**config.mk**
```make
export PLATFORM = sky130hd
export DESIGN_NAME = seg7_scan_driver
export DESIGN_NICKNAME = d
export VERILOG_FILES = /design/src/rtl/seg7_scan_driver.sv
export SDC_FILE = /design/constraint.sdc
export NUM_CORES = 1
export LEC_CHECK = 0
export ABC_CLOCK_PERIOD_IN_PS = 5560
export CORE_UTILIZATION = 56
export DETAILED_ROUTE_END_ITERATION = 16
export HOLD_SLACK_MARGIN = 0.03
export PLACE_DENSITY = 0.81
export SLEW_MARGIN = 15
export SYNTH_ARGS = -nofsm -noshare
export SYNTH_HDL_FRONTEND = slang
export SYNTH_SLANG_ARGS = --single-unit
```
**constraint.sdc**
```tcl
create_clock -name clk -period 5.56 [get_ports clk]
set_input_delay 1.112 -clock clk [delete_from_list [all_inputs] [get_ports clk]]
set_output_delay 1.112 -clock clk [all_outputs]
set_load 0.05 [all_outputs]
```
**src/rtl/seg7_scan_driver.sv**
```systemverilog
// seg7_scan_driver: time-multiplexed driver for a 4-digit common-anode
// 7-segment display.
// - Each digit stays lit for REFRESH_DIV clocks.
// - A shadow copy of display_in is taken once per frame, so a frame always
//   shows one coherent value.
// - Optional macro LEADING_ZERO_BLANK_EN darkens leading zero digits 3..1.
//   Digit 0 is never darkened by this rule.
module seg7_scan_driver #(
    parameter int unsigned REFRESH_DIV = 100000
) (
    input  logic        clk,
    input  logic        rst,
    input  logic [15:0] display_in,
    input  logic [3:0]  dp_in,
    input  logic        blank,
    output logic [3:0]  an,
    output logic [6:0]  seg,
    output logic        dp,
    output logic        frame_start
);

    localparam int unsigned CNT_W = (REFRESH_DIV > 2) ? $clog2(REFRESH_DIV) : 1;
    localparam logic [CNT_W-1:0] CNT_MAX = CNT_W'(REFRESH_DIV - 1);

    logic [CNT_W-1:0] cnt;
    logic [1:0]       idx;
    logic [15:0]      shadow;

    logic             tick_c;
    logic             load_c;
    logic [3:0]       nibble_c;
    logic [6:0]       seg_c;
    logic             suppress_c;

    assign tick_c = (cnt == CNT_MAX);
    assign load_c = tick_c && (idx == 2'd3);

    // Refresh counter, digit index and per-frame shadow capture
    always_ff @(posedge clk) begin
        if (rst) begin
            cnt         <= '0;
            idx         <= 2'd0;
            shadow      <= 16'h0000;
            frame_start <= 1'b0;
        end else begin
            cnt         <= tick_c ? '0 : cnt + CNT_W'(1);
            frame_start <= load_c;
            if (tick_c) begin
                idx <= idx + 2'd1;
            end
            if (load_c) begin
                shadow <= display_in;
            end
        end
    end

    // Select the nibble and leading-zero status for the current digit
    always_comb begin
        nibble_c   = shadow[3:0];
        suppress_c = 1'b0;
        case (idx)
            2'd0: nibble_c = shadow[3:0];
            2'd1: nibble_c = shadow[7:4];
            2'd2: nibble_c = shadow[11:8];
            2'd3: nibble_c = shadow[15:12];
            default: nibble_c = shadow[3:0];
        endcase
`ifdef LEADING_ZERO_BLANK_EN
        case (idx)
            2'd1: suppress_c = (shadow[15:4] == 12'h000);
            2'd2: suppress_c = (shadow[15:8] == 8'h00);
            2'd3: suppress_c = (shadow[15:12] == 4'h0);
            default: suppress_c = 1'b0;
        endcase
`else
        suppress_c = 1'b0;
`endif
    end

    // Hex to active-low segment pattern {g,f,e,d,c,b,a}
    always_comb begin
        seg_c = 7'h7F;
        case (nibble_c)
            4'h0: seg_c = 7'h40;
            4'h1: seg_c = 7'h79;
            4'h2: seg_c = 7'h24;
            4'h3: seg_c = 7'h30;
            4'h4: seg_c = 7'h19;
            4'h5: seg_c = 7'h12;
            4'h6: seg_c = 7'h02;
            4'h7: seg_c = 7'h78;
            4'h8: seg_c = 7'h00;
            4'h9: seg_c = 7'h10;
            4'hA: seg_c = 7'h08;
            4'hB: seg_c = 7'h03;
            4'hC: seg_c = 7'h46;
            4'hD: seg_c = 7'h21;
            4'hE: seg_c = 7'h06;
            4'hF: seg_c = 7'h0E;
            default: seg_c = 7'h7F;
        endcase
    end

    // Registered display outputs, dark during reset, blank or suppression
    always_ff @(posedge clk) begin
        if (rst || blank || suppress_c) begin
            an  <= 4'b1111;
            seg <= 7'h7F;
            dp  <= 1'b1;
        end else begin
            an  <= ~(4'b0001 << idx);
            seg <= seg_c;
            dp  <= ~dp_in[idx];
        end
    end

endmodule

```
Word level (Yosys, flattened, before mapping)
Memory sizes are Yosys's and may differ from the RTL's. A register that Yosys moved wholly into a read port is not among the register bits.
Index checks and enable logic that the tools add are counted.

word-level totals
  memories = 1
  bits in registers = 41
  output and inout bits = 13
  ROM bits = 112
  input port bits = 23

operators by class
  bitwise operators = 2
  shift operators = 1
  multiplexer cells = 3
  equality and inequality tests = 4
  order comparisons = 1
  reduce and logical (&&, ||, !) cells = 4
  add/subtract/negate cells = 2

memories
  name             depth  bits a word  rd ports  clocked after memory_dff  write ports  RTL line  text
  (no name shown)  16     7            1         1                         0            83        case (nibble_c)

operator list
  operator                                            count
  adder 17 x 1 -> 17 bit, second input constant       1
  == test 17 bit, second input constant               1
  case mux 4 bit (4 select lines)                     1
  == test 2 bit, second input constant                2
  NOT 4 bit                                           1
  << shifter 1 x 2 -> 4 bit, first input constant     1
  < comparator 2 x 3 -> 1 bit, second input constant  1
  adder 2 x 1 -> 2 bit, second input constant         1
  binary-select mux 1 bit (select 2 bit)              1
  == test 2 x 1 -> 1 bit, second input constant       1
  logical NOT 2 bit                                   1
  OR reduction 2 bit                                  1
  logical AND 1 bit                                   1
  logical OR 1 bit                                    1
  two-way mux 1 bit                                   1
  NOT 1 bit                                           1

Longest topological paths before layout
Gate-level depths: netlist (run 1).

  depth after elaboration = 3
  mapped depth = 11
  mapped depth without buffers = 11

Worst setup path after synthesis (run 1)
OpenSTA, ideal clock, no wires.

  path type = register -> register
  start = register idx[1]
  end = register seg[0]
  arrival = 1.961 ns
  period minus slack after synthesis = 2.096 ns
  required time = 5.425 ns
  cell stages (with the launch flop) = 11
  setup time = 0.135 ns
  setup slack = 3.464 ns
  cells stage by stage = dfxtp_1 -> inv_1 -> ha_1 -> a222oi_1 -> nand2_1 -> o21ai_0 -> inv_1 -> ha_1 -> nor2_1 -> a221o_1 -> nand2_1

on the way
  longest elaborated chain between the ends = 2
  elaborated cells between the ends (all ways) = 5
  those cells by class = 3 x eq/ne; 1 x mux; 1 x reduce/logical

RTL lines
  element                                      RTL line  text
  start, declared                              26        logic [1:0] idx;
  start signal, assigned                       49        idx <= idx + 2'd1;
  == test 2 bit, or another cell as far along  61        case (idx)
  case mux 4 bit (4 select lines) *            61
  end, declared                                17        output logic [6:0] seg,

Mark *: on every way between the ends. The rest lies on a longest branch, timed or not.
A chain may end at the register's enable or synchronous reset.

Final worst setup path (run 1)
  start = input rst
  end = register seg[3]

on the way
  longest elaborated chain between the ends = 1

RTL lines
  element           RTL line  text
  start, declared   12        input logic rst,
  logical OR 1 bit  106       if (rst || blank || suppress_c) begin

No other way between the ends.

==> flow_results.org, run 1 <==
** Yosys
- Post-synthesis share of cell area spent on xor and xnor gates :: 6.923%
- Net Count, Synth :: 258
- Sequential cells were found to cover between 40 and 50% of the synthesized design area.
- In this run, synthesis produced a sequential element count of 48.
- Averaged over all synthesized cells, the footprint is a little under 10 um^2.
- Post-synthesis cell count :: ~220
- Synthesis instantiated 35 different standard cells from the library.
- Total of warnings raised by yosys :: 0
- In this run the biggest area consumer among cell types represents approximately 45% of the synthesized area.
- Ranking of synthesized cells by area :: sky130_fd_sc_hd__dfxtp_1 (45%), sky130_fd_sc_hd__mux2i_1 (9.8%), sky130_fd_sc_hd__nor2_1 (7.5%)
- After synthesis, the share of cell area in mux cells is a little under an eighth.
- Dominant cell type by area after synthesis :: sky130_fd_sc_hd__dfxtp_1
- Summing the areas of all and, or, nand and nor instances in the mapped netlist gives between 10% and 20% of the synthesized area.
- Post-synthesis instance area :: between 2000 and 2500 um^2
- Most used flip-flop cell after synthesis :: sky130_fd_sc_hd__dfxtp_1
- Of the total synthesized cell area, the portion taken by full adders, half adders and majority gates is roughly 7%.
- Count of flip-flops with a built-in enable after synthesis :: 0
- By area, the combinational part of the netlist is dominated by simple AND/OR/NAND/NOR gates.
- Summing the areas of all compound-gate instances in the mapped netlist gives 6.457% of the synthesized area.
- Of all flip-flops after synthesis, the portion carrying an async set or reset was 0%.

** Timing
- Final-layout worst hold slack :: 0.4689 ns
- Endpoints failing hold :: 0
- Worst clock skew on the final layout :: between 0.004 and 0.005 ns
- Transition time of the tightest slew-check pin :: approximately 1.1 ns
- Setup violations remaining at the end of the flow were counted as 0.
- Final Max Tran Viols :: 0
- For the finished layout, the period the worst path requires is 2.674 ns.
- Setup repair after global routing left no endpoint under its margin.
- Worst relative slew slack :: between 20% and 30%
- Timing would allow up to between 0.3 and 0.4 GHz.
- Summed over all failing endpoints, the final setup total negative slack is 0 ns.
- Post-route worst setup slack :: 2.886 ns
- Crit share post-route :: between 40% and 50%

** GRT
- In the global route stage, met2 resource usage came out at 35.51%.
- Global route total overflow :: 0
- Global-route wire length before repair :: about 6700 um
- Largest net degree at the start of global routing :: 25
- Via count of the first global-routing pass :: around 1500
- Global routing used between 20% and 30% of the available met1 tracks.
- Antenna violations before repair :: 0
- GRT met3 Usage :: under 10%
- Most Crowded Layer GR :: met2
- All-layer global routing usage :: 21.38%

** Finish
- In the final layout, the share of cells above drive strength 1 is roughly 5.4%.
- The repair_antennas step left the layout with diodes totalling 0.
- # nets final :: between 200 and 300
- Area used by sequential logic in the layout :: approximately 960 um^2
- Number of non-filler instances in the completed layout :: between 300 and 400
- The filler cells instantiated in the layout total between 200 and 300.
- Leaving out fill and tap cells, the most frequent cells in the layout are sky130_fd_sc_hd__dfxtp_1 (48), sky130_fd_sc_hd__nor2_1 (43), sky130_fd_sc_hd__clkdlybuf4s50_1 (35).
- The library cell used most frequently in the layout, excluding fill and tap cells, is sky130_fd_sc_hd__dfxtp_1.
- Area used by multi-input combinational logic :: approximately 1100 um^2
- Growth of design area from synthesis to finish :: 20.71%

** Clock network
- Number of clock sinks seen by CTS :: 48
- Counting along the longest clock path gives a buffer depth of 2.
- Post-CTS repair timing setup buffer count :: 0
- The number of gates resized after CTS was 0.
- Counting the buffers created by CTS gives 5.
- CTS tree :: yes
- After clock tree synthesis, the flow added hold-fix buffers numbering 0.
- Clock latency reported for the late side of the worst-skew pair :: 0.30 ns
- After clock tree synthesis, the clock-pin slew on the worst setup and hold paths is 0.08 ns.
- H-tree levels :: 2
- CTS root buf :: sky130_fd_sc_hd__clkbuf_8

** Status
- Status :: complete, no violations

** Placement
- OpenSTA, run right after detailed placement, puts the worst setup slack at about 2.6 ns.
- Weighted congestion at the end of routability-driven global placement :: 0.8678
- HPWL Detailed :: 2763 um
- In this run the tool buffered the top-level ports with 35 buffer cells.
- Including well taps, the total number of placed cells is ~300.

** Setup path
- STA puts the critical path data required time at 5.71 ns.
- Type of element capturing the critical path :: flip-flop
- Traced cell by cell, the critical path runs through clkdlybuf4s50_1 -> or2_2 -> a2111oi_0 -> a31oi_1.
- The worst setup path is launched from an input port.
- The setup path with the least slack is of type input port to flip-flop.
- For this run, the slowest stage of the critical path takes 0.82 ns.
- The slowest stage of the critical path is the sky130_fd_sc_hd__clkdlybuf4s50_1 cell.
- Of all nets on the critical path, the largest fanout is 24.
- Data on the critical path arrives at its endpoint at ~2.8 ns.

** Drt
- The first routing iteration left 79 violations.
- Number of remaining DRC errors :: 0
- Antenna Violating Nets Remaining :: 0
- Number of iterations in the first detailed-routing pass :: 4
- In the final routed layout, each cell accounts on average for 12.54 um.
- The final layout contains routed wiring with a total length of 3851 um.
- Total number of vias :: 1627
- Post-DR vias/cell :: around 5.3

** Hold path
- Hold crit path type :: flip-flop to flip-flop

** Floorplanning
- The die covers 4093 um^2.
- The core region is about 3700 um^2.
- Die extent in y :: about 64 um
- The die is around 64 um wide.
- For this configuration, the core starts out at a cell density of 58.75%.
- The floorplan has 22 rows.
- 36 I/O pins were placed.

** Power
- Total power :: around 0.61 mW
- P per Cell Area :: 233.1 nW/um^2
- Max VDD drop :: approximately 140 uV
- In this run the static leakage power is around 1.1 nW.

** Flow run
- Max cap viols :: 0
==> Yosys cell counts, drive strengths merged (3+ instances only) <==
cell,n
a31oi,3
nand3,9
inv,10
nand4,4
nor3,3
ha,12
buf,4
clkbuf,3
o21ai,3
mux2i,21
a21oi,4
xnor2,5
nand2,14
nor2,43
xor2,12
dfxtp,48
a222oi,4
==> routing by layer <==
metal	up-vias	wire, um
met5	-	0
met4	0	90
met3	9	175
met2	38	1841
met1	744	1743
li1	836	-
==> worst paths after layout <==
kind         slack (ns)         end  depth (start not counted)     from
min reg2reg        0.47      cnt[0]                          1   cnt[0]
max reg2reg        2.92  shadow[14]                          5  cnt[13]
min                0.47      cnt[0]                          1   cnt[0]
max                2.89      seg[3]                          4      rst
==> layout make-up <==
cell class / count / share of cell area (%)
Clock buffer: 6 / 3.181
Clock inverter: 2 / 0.3855
Inverter: 10 / 1.446
Multi-Input combinational cell: 158 / 42.17
Sequential cell: 48 / 37.01
Tap cell: 48 / 2.313
Timing Repair Buffer: 35 / 13.49
==> critical path, delay by kind of cell <==
family	cells	cell delay (ns)
compound gates	2	0.37
buf+inv	1	0.82
simple gates	1	0.52
==> power breakdown <==
group	switching, mW	leakage (nW)	internal [mW]
Combinational	0.0222	0.664	0.0225
Clock	0.110	0.0510	0.0993
Sequential	0.00247	0.390	0.348
==> per-stage QoR <==
| step | area, um^2 | utilization [%] |
|---|---|---|
| after CTS | 2596 | 70.92 |
| after global routing | 2596 | 70.92 |
| after floorplan | 2151 | - |
| final | 2596 | 70.92 |
| after global placement | 2504 | 68.39 |
| after detailed placement | 2504 | 68.39 |
==> logic make-up (layout without fill, tap and decap cells) <==
group	after synthesis	in the layout
buffers and inverters	17	53
multiplexers	23	23
AND/OR/NAND/NOR	87	87
XOR/XNOR	17	17
AO/OA/AOI/OAI	19	19
adder cells (fa/ha/maj)	12	12
flip-flops	48	48
==> flip-flops by register name, indices dropped and copies added (netlist names) <==
name and flops:
shadow 16, dp 1, cnt 17, seg 7, an 4, idx 2
frame_start 1
(Power assumes the default switching activity.)
==> run 2: changes to the inputs <==
- ABC_CLOCK_PERIOD_IN_PS: 5560 -> 2230
- CORE_UTILIZATION: 56 -> 47
- PLACE_DENSITY: 0.81 -> 0.73
- clock period: 5.56 -> 2.23 ns (I/O delays scaled with it)
==> flow_results.org, run 2 (synthesis results as in run 1) <==
** Status
- The run finished with clean final reports.

** Floorplanning
- Starting density of the core :: 49.06%
- Core area :: roughly 4400 um^2
- Die area :: roughly 4900 um^2
- The die is between 60 and 70 um tall.
- From left edge to right edge, the die measures around 70 um.
- Standard-cell rows :: 24
- For this design the top-level I/O count stands at 36.

** Timing
- The count of pins over their slew limit was 0.
- Worst relative slew slack :: between 50 and 60%
- The count of endpoints failing hold in the final timing report was 0.
- Maximum achievable frequency :: 0.4785 GHz
- Across the routed clock network, the largest skew measured is around 0.0094 ns.
- Dividing the final minimum period by the clock period gives a little over nine tenths.
- Transition time of the tightest slew-check pin :: approximately 0.61 ns
- Minimum clock period after layout :: ~2.1 ns
- RSZ-0062 raised after global routing :: yes
- Setup violations remaining at the end of the flow were counted as 0.

** Drt
- Iter 0 DRT Violations :: 150
- Number of remaining DRC errors :: 0
- The first TritonRoute pass finished after 6 iterations.
- In the detailed route, the total length drawn on met3 is between 150 and 200 um.
- Post-DR vias/cell :: about 5.2
- Total number of vias :: 1667
- For this block, the routed nets add up to between 4000 and 5000 um of wire.
- The detail route stage leaves a number of antenna-violating nets equal to 0.
- Wire length on met1 :: about 1900 um
- Met2 WL :: slightly above 2000 um
- Routed wire per std cell :: 13.15 um
- Max layer used :: met4

** Clock network
- After clock tree synthesis, the clock-pin slew on the worst setup and hold paths is 0.09 ns.
- Number of clock sinks seen by CTS :: 48
- After clock tree synthesis, the flow added hold-fix buffers numbering 0.
- The number of clock buffers added by TritonCTS is 5.
- CTS tree :: yes
- The clock passes through at most 2 buffers.
- At the later pin of the worst-skew pair, clock insertion delay measures about 0.30 ns.
- CTS root buf :: sky130_fd_sc_hd__clkbuf_8
- H-tree levels :: 2

** Setup path
- WP data required :: 2.48 ns
- The worst register-to-register path ends at seg[0].
- In this run the worst setup path begins at idx[0].
- For the worst flop-to-flop path, the logic depth is 7.
- Startpoint of the most critical register-to-register path :: idx[0]
- Slack of the worst reg-to-reg path :: roughly 0.14 ns
- Type of element capturing the critical path :: flip-flop
- The worst setup path is launched from a flip-flop.
- The critical path in this run is classified as flip-flop to flip-flop.
- CP Max Fanout :: 7
- Endpoint arrival time on the critical path :: 2.34 ns
- Following the worst setup path forward leads to its endpoint at seg[0].

** GRT
- Via count of the first global-routing pass :: about 1600
- Global-route wire length before repair :: 7231 um
- Global route total overflow :: 0
- Antenna violations before repair :: 0
- Across every metal layer, demand over resource in global routing totals 18.69%.
- Largest net degree at the start of global routing :: 23

** Placement
- Routability-driven placement finished with a final weighted congestion of slightly above 0.8.
- In this run the tool buffered the top-level ports with 35 buffer cells.
- HPWL Detailed :: 2961 um

** Flow run
- Max cap viols :: 0

** Hold path
- Hold crit path type :: flip-flop to flip-flop

** Finish
- Growth of design area from synthesis to finish :: 26.64%
- Flip-flop count of the largest register, all copies and words added :: 17
- # nets final :: 303
- The largest registers in the layout are cnt: 17 flops, shadow: 16 flops, seg: 7 flops.
- Leading cell type in the layout, fill and taps excluded :: sky130_fd_sc_hd__dfxtp_1
- In the layout the commonest cells are sky130_fd_sc_hd__dfxtp_1 (46), sky130_fd_sc_hd__nor2_1 (43), sky130_fd_sc_hd__clkdlybuf4s50_1 (35).
- Fill cell count :: 370
- Proportion of layout cells with a drive suffix above 1 :: about an eighth
- Antenna cell count :: 0
- Register name with the most flops :: cnt
- Cells fill about 62% of the core in the end.

** Power
- After layout, the design draws a total of between 1.5 and 2 mW.
- Max VDD drop :: 433.9 uV
- Leakage :: approximately 1.2 nW
- P per Cell Area :: approximately 600 nW/um^2
run 2: timing repair:
| item | 4_1_cts | 5_1_grt |
|---|---|---|
| setup buffers | 0 | 1 |
| pin swaps | 0 | 2 |
| setup endpoints to repair | 3 | 6 |
| resized for setup | 2 | 8 |
run 2: how the worst min path moves through the flow:
stage          startpoint      to  slack (ns)  cells after the start
2_1_floorplan      cnt[0]  cnt[0]        0.43                      1
3_3_place_gp       cnt[0]  cnt[0]        0.44                      1
3_5_place_dp       cnt[0]  cnt[0]        0.46                      1
4_1_cts            cnt[0]  cnt[0]        0.48                      1
5_1_grt            cnt[0]  cnt[0]        0.51                      1
6_report           cnt[0]  cnt[0]        0.47                      1
run 2: metrics by stage:
stage / std cells / instance area [um^2] / setup TNS [ns] / hold slack [ns] / setup slack [ns]
after floorplan: 223 / 2151 / 0 / 0.4296 / 0.1338
after CTS: 320 / 2695 / 0 / 0.4816 / 0.004093
final: 321 / 2724 / 0 / 0.4726 / 0.1403
after detailed placement: 312 / 2576 / -0.0005878 / 0.4604 / -0.0005878
after global placement: 312 / 2576 / 0 / 0.4440 / 0.01336
after global routing: 321 / 2724 / 0 / 0.5103 / 0.003578
run 2: power breakdown:
part           total (mW)  switching, mW  internal [mW]
Combinational       0.115         0.0558         0.0589
Sequential          0.875        0.00611          0.869
Clock               0.643          0.305          0.338
run 2: cell type report:
class	instances	area, um^2	area share (%)
multi-input combinational	158	1117	41.02
inverter	10	37.54	1.378
clock inverter	3	46.29	1.700
clock buffer	5	68.82	2.526
sequential	48	963.4	35.37
timing repair buffer	45	425.4	15.62
tap	52	65.06	2.389
run 2: metal layers:
metal / global-route usage (%) / vias to the layer above
met5: 0 / -
li1: - / 857
met1: 22.23 / 765
met4: 7.111 / 0
met2: 32.90 / 36
met3: 3.924 / 9
run 2: worst max-delay path, cell delays in order, from the launching register on:
cell and delay (ns):
sky130_fd_sc_hd__dfxtp_2 0.37, sky130_fd_sc_hd__inv_1 0.10, sky130_fd_sc_hd__ha_1 0.24, sky130_fd_sc_hd__inv_1 0.22, sky130_fd_sc_hd__mux2i_1 0.58, sky130_fd_sc_hd__xnor2_1 0.16, sky130_fd_sc_hd__a221o_1 0.31, sky130_fd_sc_hd__nand2_1 0.06
==> RTL edit 1 (settings of run 2) <==
Register the inputs `display_in`, `dp_in` and `blank` before use, with the module's reset. The logic sees them one clock later. Comments in the files are not updated.
--- a/src/rtl/seg7_scan_driver.sv
+++ b/src/rtl/seg7_scan_driver.sv
@@ -22,4 +22,20 @@
     localparam int unsigned CNT_W = (REFRESH_DIV > 2) ? $clog2(REFRESH_DIV) : 1;
     localparam logic [CNT_W-1:0] CNT_MAX = CNT_W'(REFRESH_DIV - 1);
+
+    logic [15:0] display_q;
+    logic [3:0] dp_q;
+    logic blank_q;
+
+    always_ff @(posedge clk) begin
+        if (rst) begin
+            display_q <= '0;
+            dp_q      <= '0;
+            blank_q   <= '0;
+        end else begin
+            display_q <= display_in;
+            dp_q      <= dp_in;
+            blank_q   <= blank;
+        end
+    end
 
     logic [CNT_W-1:0] cnt;
@@ -50,5 +66,5 @@
             end
             if (load_c) begin
-                shadow <= display_in;
+                shadow <= display_q;
             end
         end
@@ -104,5 +120,5 @@
     // Registered display outputs, dark during reset, blank or suppression
     always_ff @(posedge clk) begin
-        if (rst || blank || suppress_c) begin
+        if (rst || blank_q || suppress_c) begin
             an  <= 4'b1111;
             seg <= 7'h7F;
@@ -111,5 +127,5 @@
             an  <= ~(4'b0001 << idx);
             seg <= seg_c;
-            dp  <= ~dp_in[idx];
+            dp  <= ~dp_q[idx];
         end
     end
Function: changed (a bounded check fails within 4 cycles, from zero or initial values and one cycle with rst high).
==> RTL edit 1 against run 2 <==
Wire length increased by 22%. Power grew 36%. Area after synthesis up 29%. Critical path depth up 4. Sequential share of layout area grew 4.9 points. Sequential cell count grew 21. Cell area increased by 26%. Utilization shrank 0.95 points. Worst setup slack got worse by 0.024 ns.
==> RTL edit 1: results <==
metrics = {
    "global_route": {
        "grt_max_degree": 35,
        "grtUsageTotal_pct": 18.97,
        "grt_pass1_vias": 2008,
        "grt_pass1_wl_mm": 8.928,
    },
    "critical_path": {
        "r2r_cells": 11,
        "cp_max_fo": 5,
        "crit_slowest_cell": "a222oi_1",
        "regToRegSetupSlack_ns": 0.12,
    },
    "drt": {
        "wl_met3_um": 233,
        "wl_met1_mm": 2.407,
        "firstDrtPassIters": 4,
    },
    "placement": {
        "dp_slack_ns": 0.07560,
        "place_hpwl_mm": 3.601,
        "dpl_cell_area_um2": 3252,
    },
    "finish": {
        "final_cell_area_um2": 3431,
        "fillCellCount": 531,
        "multiInputGateArea_um2": 1319,
        "instances_no_fill": 412,
        "drive_above_1_share_pct": 15.00,
        "ff_latch_area_um2": 1383,
        "buffers": 49,
    },
    "synth": {
        "synth_area_leaders": "dfxtp_1 (50%), ha_1 (5.4%), nor2b_1 (5.2%)",
        "synth-compound-area-share_pct": 8.412,
        "synth-seq-area-share_pct": 49.66,
        "synthTopCellsByCount": "dfxtp_1 (69), nand2_1 (29), nand3_1 (24), nor2b_1 (23), nor2_1 (22)",
        "synth-adder-area-share_pct": 5.398,
        "synthMuxAreaShare_pct": 2.924,
        "synthCells": 290,
    },
    "power": {
        "p_switching_uw": 501.7,
        "total_leakage_power_uw": 0.001280,
        "ir_drop_mv": 0.4363,
    },
    "sta": {
        "skew_ns": 0.006233,
        "whs_ns": 0.4541,
        "period_share_pct": 94.79,
    },
    "run_status": {
        "status": "finished, final reports clean",
    },
    "worst_hold_path": {
        "min-delay-start": "shadow[0]",
    },
    "floorplanning": {
        "die-area_um2": 6229,
    },
    "clock_tree": {
        "clock_latency_ns": 0.34,
        "clkSlewWorstSetupHoldPaths_ns": 0.07,
    },
}
[RTL edit 1: cell types whose count changed after synthesis, sizes merged, moves of 2 or more]
cell    delta
nand2     +16
xnor2      +2
and3       +3
nor2      -12
a21oi     +17
mux2i     -17
nand3     +15
buf        +3
nor2b     +21
xor2       -2
dfxtp     +21
nor4       -2
clkbuf     +3
[RTL edit 1: timing repair]
action / in CTS / in global routing
endpoints found under the setup margin: 0 / 6
hold endpoints to repair: 0 / 0
hold buffers: 0 / 0
gates resized for setup: 0 / 7
[RTL edit 1: per-layer routing]
metal / global-route usage, % / up-vias
li1: - / 1067
met5: 0 / -
met1: 22.25 / 956
met2: 29.57 / 45
met4: 13.27 / 0
met3: 5.747 / 13
[RTL edit 1: power groups by stage]
stage / Combinational, uW / Sequential [uW] / Clock, uW
final: 145 / 1280 / 803
after global routing: 157 / 1280 / 897
after CTS: 146 / 1280 / 830
after detailed placement: 146 / 1310 / 0
after global placement: 144 / 1310 / 0
after floorplan: 49.9 / 1340 / 0
==> RTL edit 2 (config.mk and constraints of run 2) <==
Made on the original files. Set the parameter `REFRESH_DIV` to 200000 (it was 100000).
--- a/src/rtl/seg7_scan_driver.sv
+++ b/src/rtl/seg7_scan_driver.sv
@@ -7,5 +7,5 @@
 //   Digit 0 is never darkened by this rule.
 module seg7_scan_driver #(
-    parameter int unsigned REFRESH_DIV = 100000
+    parameter int unsigned REFRESH_DIV = 200000
 ) (
     input  logic        clk,
Function: no difference found for any inputs over 10 cycles, from zero or initial values and one cycle with rst high; that may be too few to reach the edited logic, so the function may still have changed.
==> RTL edit 2 against run 2 <==
Area after synthesis up 1.7%. Cell area increased by 2.9%. Wire length up 2.7%. Sequential cell count up 1. Worst setup slack worse by 0.043 ns. Power is 1.7% higher. Utilization grew 1.4 points. Largest cell class unchanged. Largest power group unchanged.
==> RTL edit 2: results <==
metrics = {
    "synth": {
        "synthMuxAreaShare_pct": 11.15,
        "ys_types": 38,
        "synthTopCellsByCount": "dfxtp_1 (49), nor2_1 (44), mux2i_1 (21), nand2_1 (15), ha_1 (12)",
        "synth_xor_area_share_pct": 6.404,
        "synth-seq-area-share_pct": 44.83,
        "synth_nets": 262,
        "synth_area_leaders": "dfxtp_1 (45%), mux2i_1 (9.6%), nor2_1 (7.5%)",
        "synth-compound-area-share_pct": 6.861,
        "synth-adder-area-share_pct": 6.861,
    },
    "clock_tree": {
        "clock_latency_ns": 0.31,
        "clkSlewWorstSetupHoldPaths_ns": 0.08,
    },
    "worst_hold_path": {
        "hp-class": "reg2reg",
    },
    "drt": {
        "drtIter0Drc": 111,
        "firstDrtPassIters": 4,
        "vias_per_cell": 5.311,
        "wl_per_cell_um": 13.22,
    },
    "finish": {
        "drive_above_1_share_pct": 12.68,
        "largest_registers": "cnt: 18 flops, shadow: 16 flops, seg: 7 flops",
        "nets": 310,
    },
    "run_status": {
        "status": "finished, final reports clean",
    },
    "power": {
        "ir_drop_mv": 0.3069,
        "total_leakage_power_uw": 0.001069,
    },
    "global_route": {
        "grt_pass1_wl_mm": 7.376,
        "grt_pass1_vias": 1560,
        "grtUsageTotal_pct": 18.90,
        "grt_max_degree": 19,
    },
    "placement": {
        "io_buffers": 35,
        "routabilityCongestion": 0.8146,
        "place_hpwl_mm": 3.079,
    },
    "critical_path": {
        "r2r_cells": 11,
        "cp_max_fo": 4,
    },
    "sta": {
        "slew_headroom_pct": 65.50,
        "skew_ns": 0.005152,
    },
}
RTL edit 2: where the power goes:
group | total, uW | internal (uW) | leakage [uW] | switching (uW)
Clock | 657 | 366 | 0.0000585 | 291
Sequential | 890 | 885 | 0.000399 | 5.35
Combinational | 113 | 57.5 | 0.000612 | 55.5
Total | 1660 | 1310 | 0.00107 | 352
RTL edit 2: kinds of logic (layout without fill, tap and decap cells):
family                   after synthesis  count (layout)
flip-flops                            49              49
adder cells (fa/ha/maj)               12              12
multiplexers                          23              23
AO/OA/AOI/OAI                         20              20
AND/OR/NAND/NOR                       91              91
buffers and inverters                 16              65
XOR/XNOR                              16              16
RTL edit 2: per-stage QoR:
stage / area, um2 / setup WS, ns / setup TNS (ns) / hold slack (ns) / instances
global route: 2804 / -0.03232 / -0.04980 / 0.4888 / 328
floorplan: 2188 / 0.009842 / 0 / 0.4175 / 227
CTS: 2756 / 0.03843 / 0 / 0.4635 / 327
detailed placement: 2634 / -0.05163 / -0.1451 / 0.4438 / 319
finish: 2804 / 0.09688 / 0 / 0.4575 / 328
global placement: 2634 / 0.1069 / 0 / 0.4308 / 319
RTL edit 2: final cells by class:
| class | count | area, um2 |
|---|---|---|
| Clock buffer | 7 | 86.33 |
| Clock inverter | 1 | 30.03 |
| Fill cell | 386 | 1610 |
| Inverter | 10 | 37.54 |
| Multi-Input combinational cell | 162 | 1159 |
| Sequential cell | 49 | 985.9 |
| Tap cell | 52 | 65.06 |
| Timing Repair Buffer | 47 | 440.4 |
RTL edit 2: worst paths after layout:
kind                             start     end  slack (ns)
worst min register to register  cnt[0]  cnt[0]        0.46
worst max-delay path            idx[1]  seg[5]         0.1
worst max register to register  idx[1]  seg[5]         0.1
worst min-delay path            cnt[0]  cnt[0]        0.46
RTL edit 2: worst max-delay path: stages, from the launching register on:
cell,delay [ns]
dfxtp_2,0.34
buf_4,0.15
ha_2,0.19
a22oi_2,0.18
nand2_1,0.07
mux2i_1,0.15
buf_4,0.16
inv_1,0.06
ha_1,0.21
nand2_1,0.10
o21ai_0,0.11
a221o_1,0.30
RTL edit 2: per-layer routing:
layer  wire length [um]  track usage [%]
met4                 99            6.667
met1               2226            27.07
met3                192            5.483
met5                  0                0
met2               1818            26.88
RTL edit 2: what timing repair did:
item	4_1_cts	5_1_grt
pin swaps	1	3
setup endpoints to repair	5	5
gates cloned	0	0
setup buffers	0	1
hold endpoints to repair	0	0
gates resized for setup	3	12
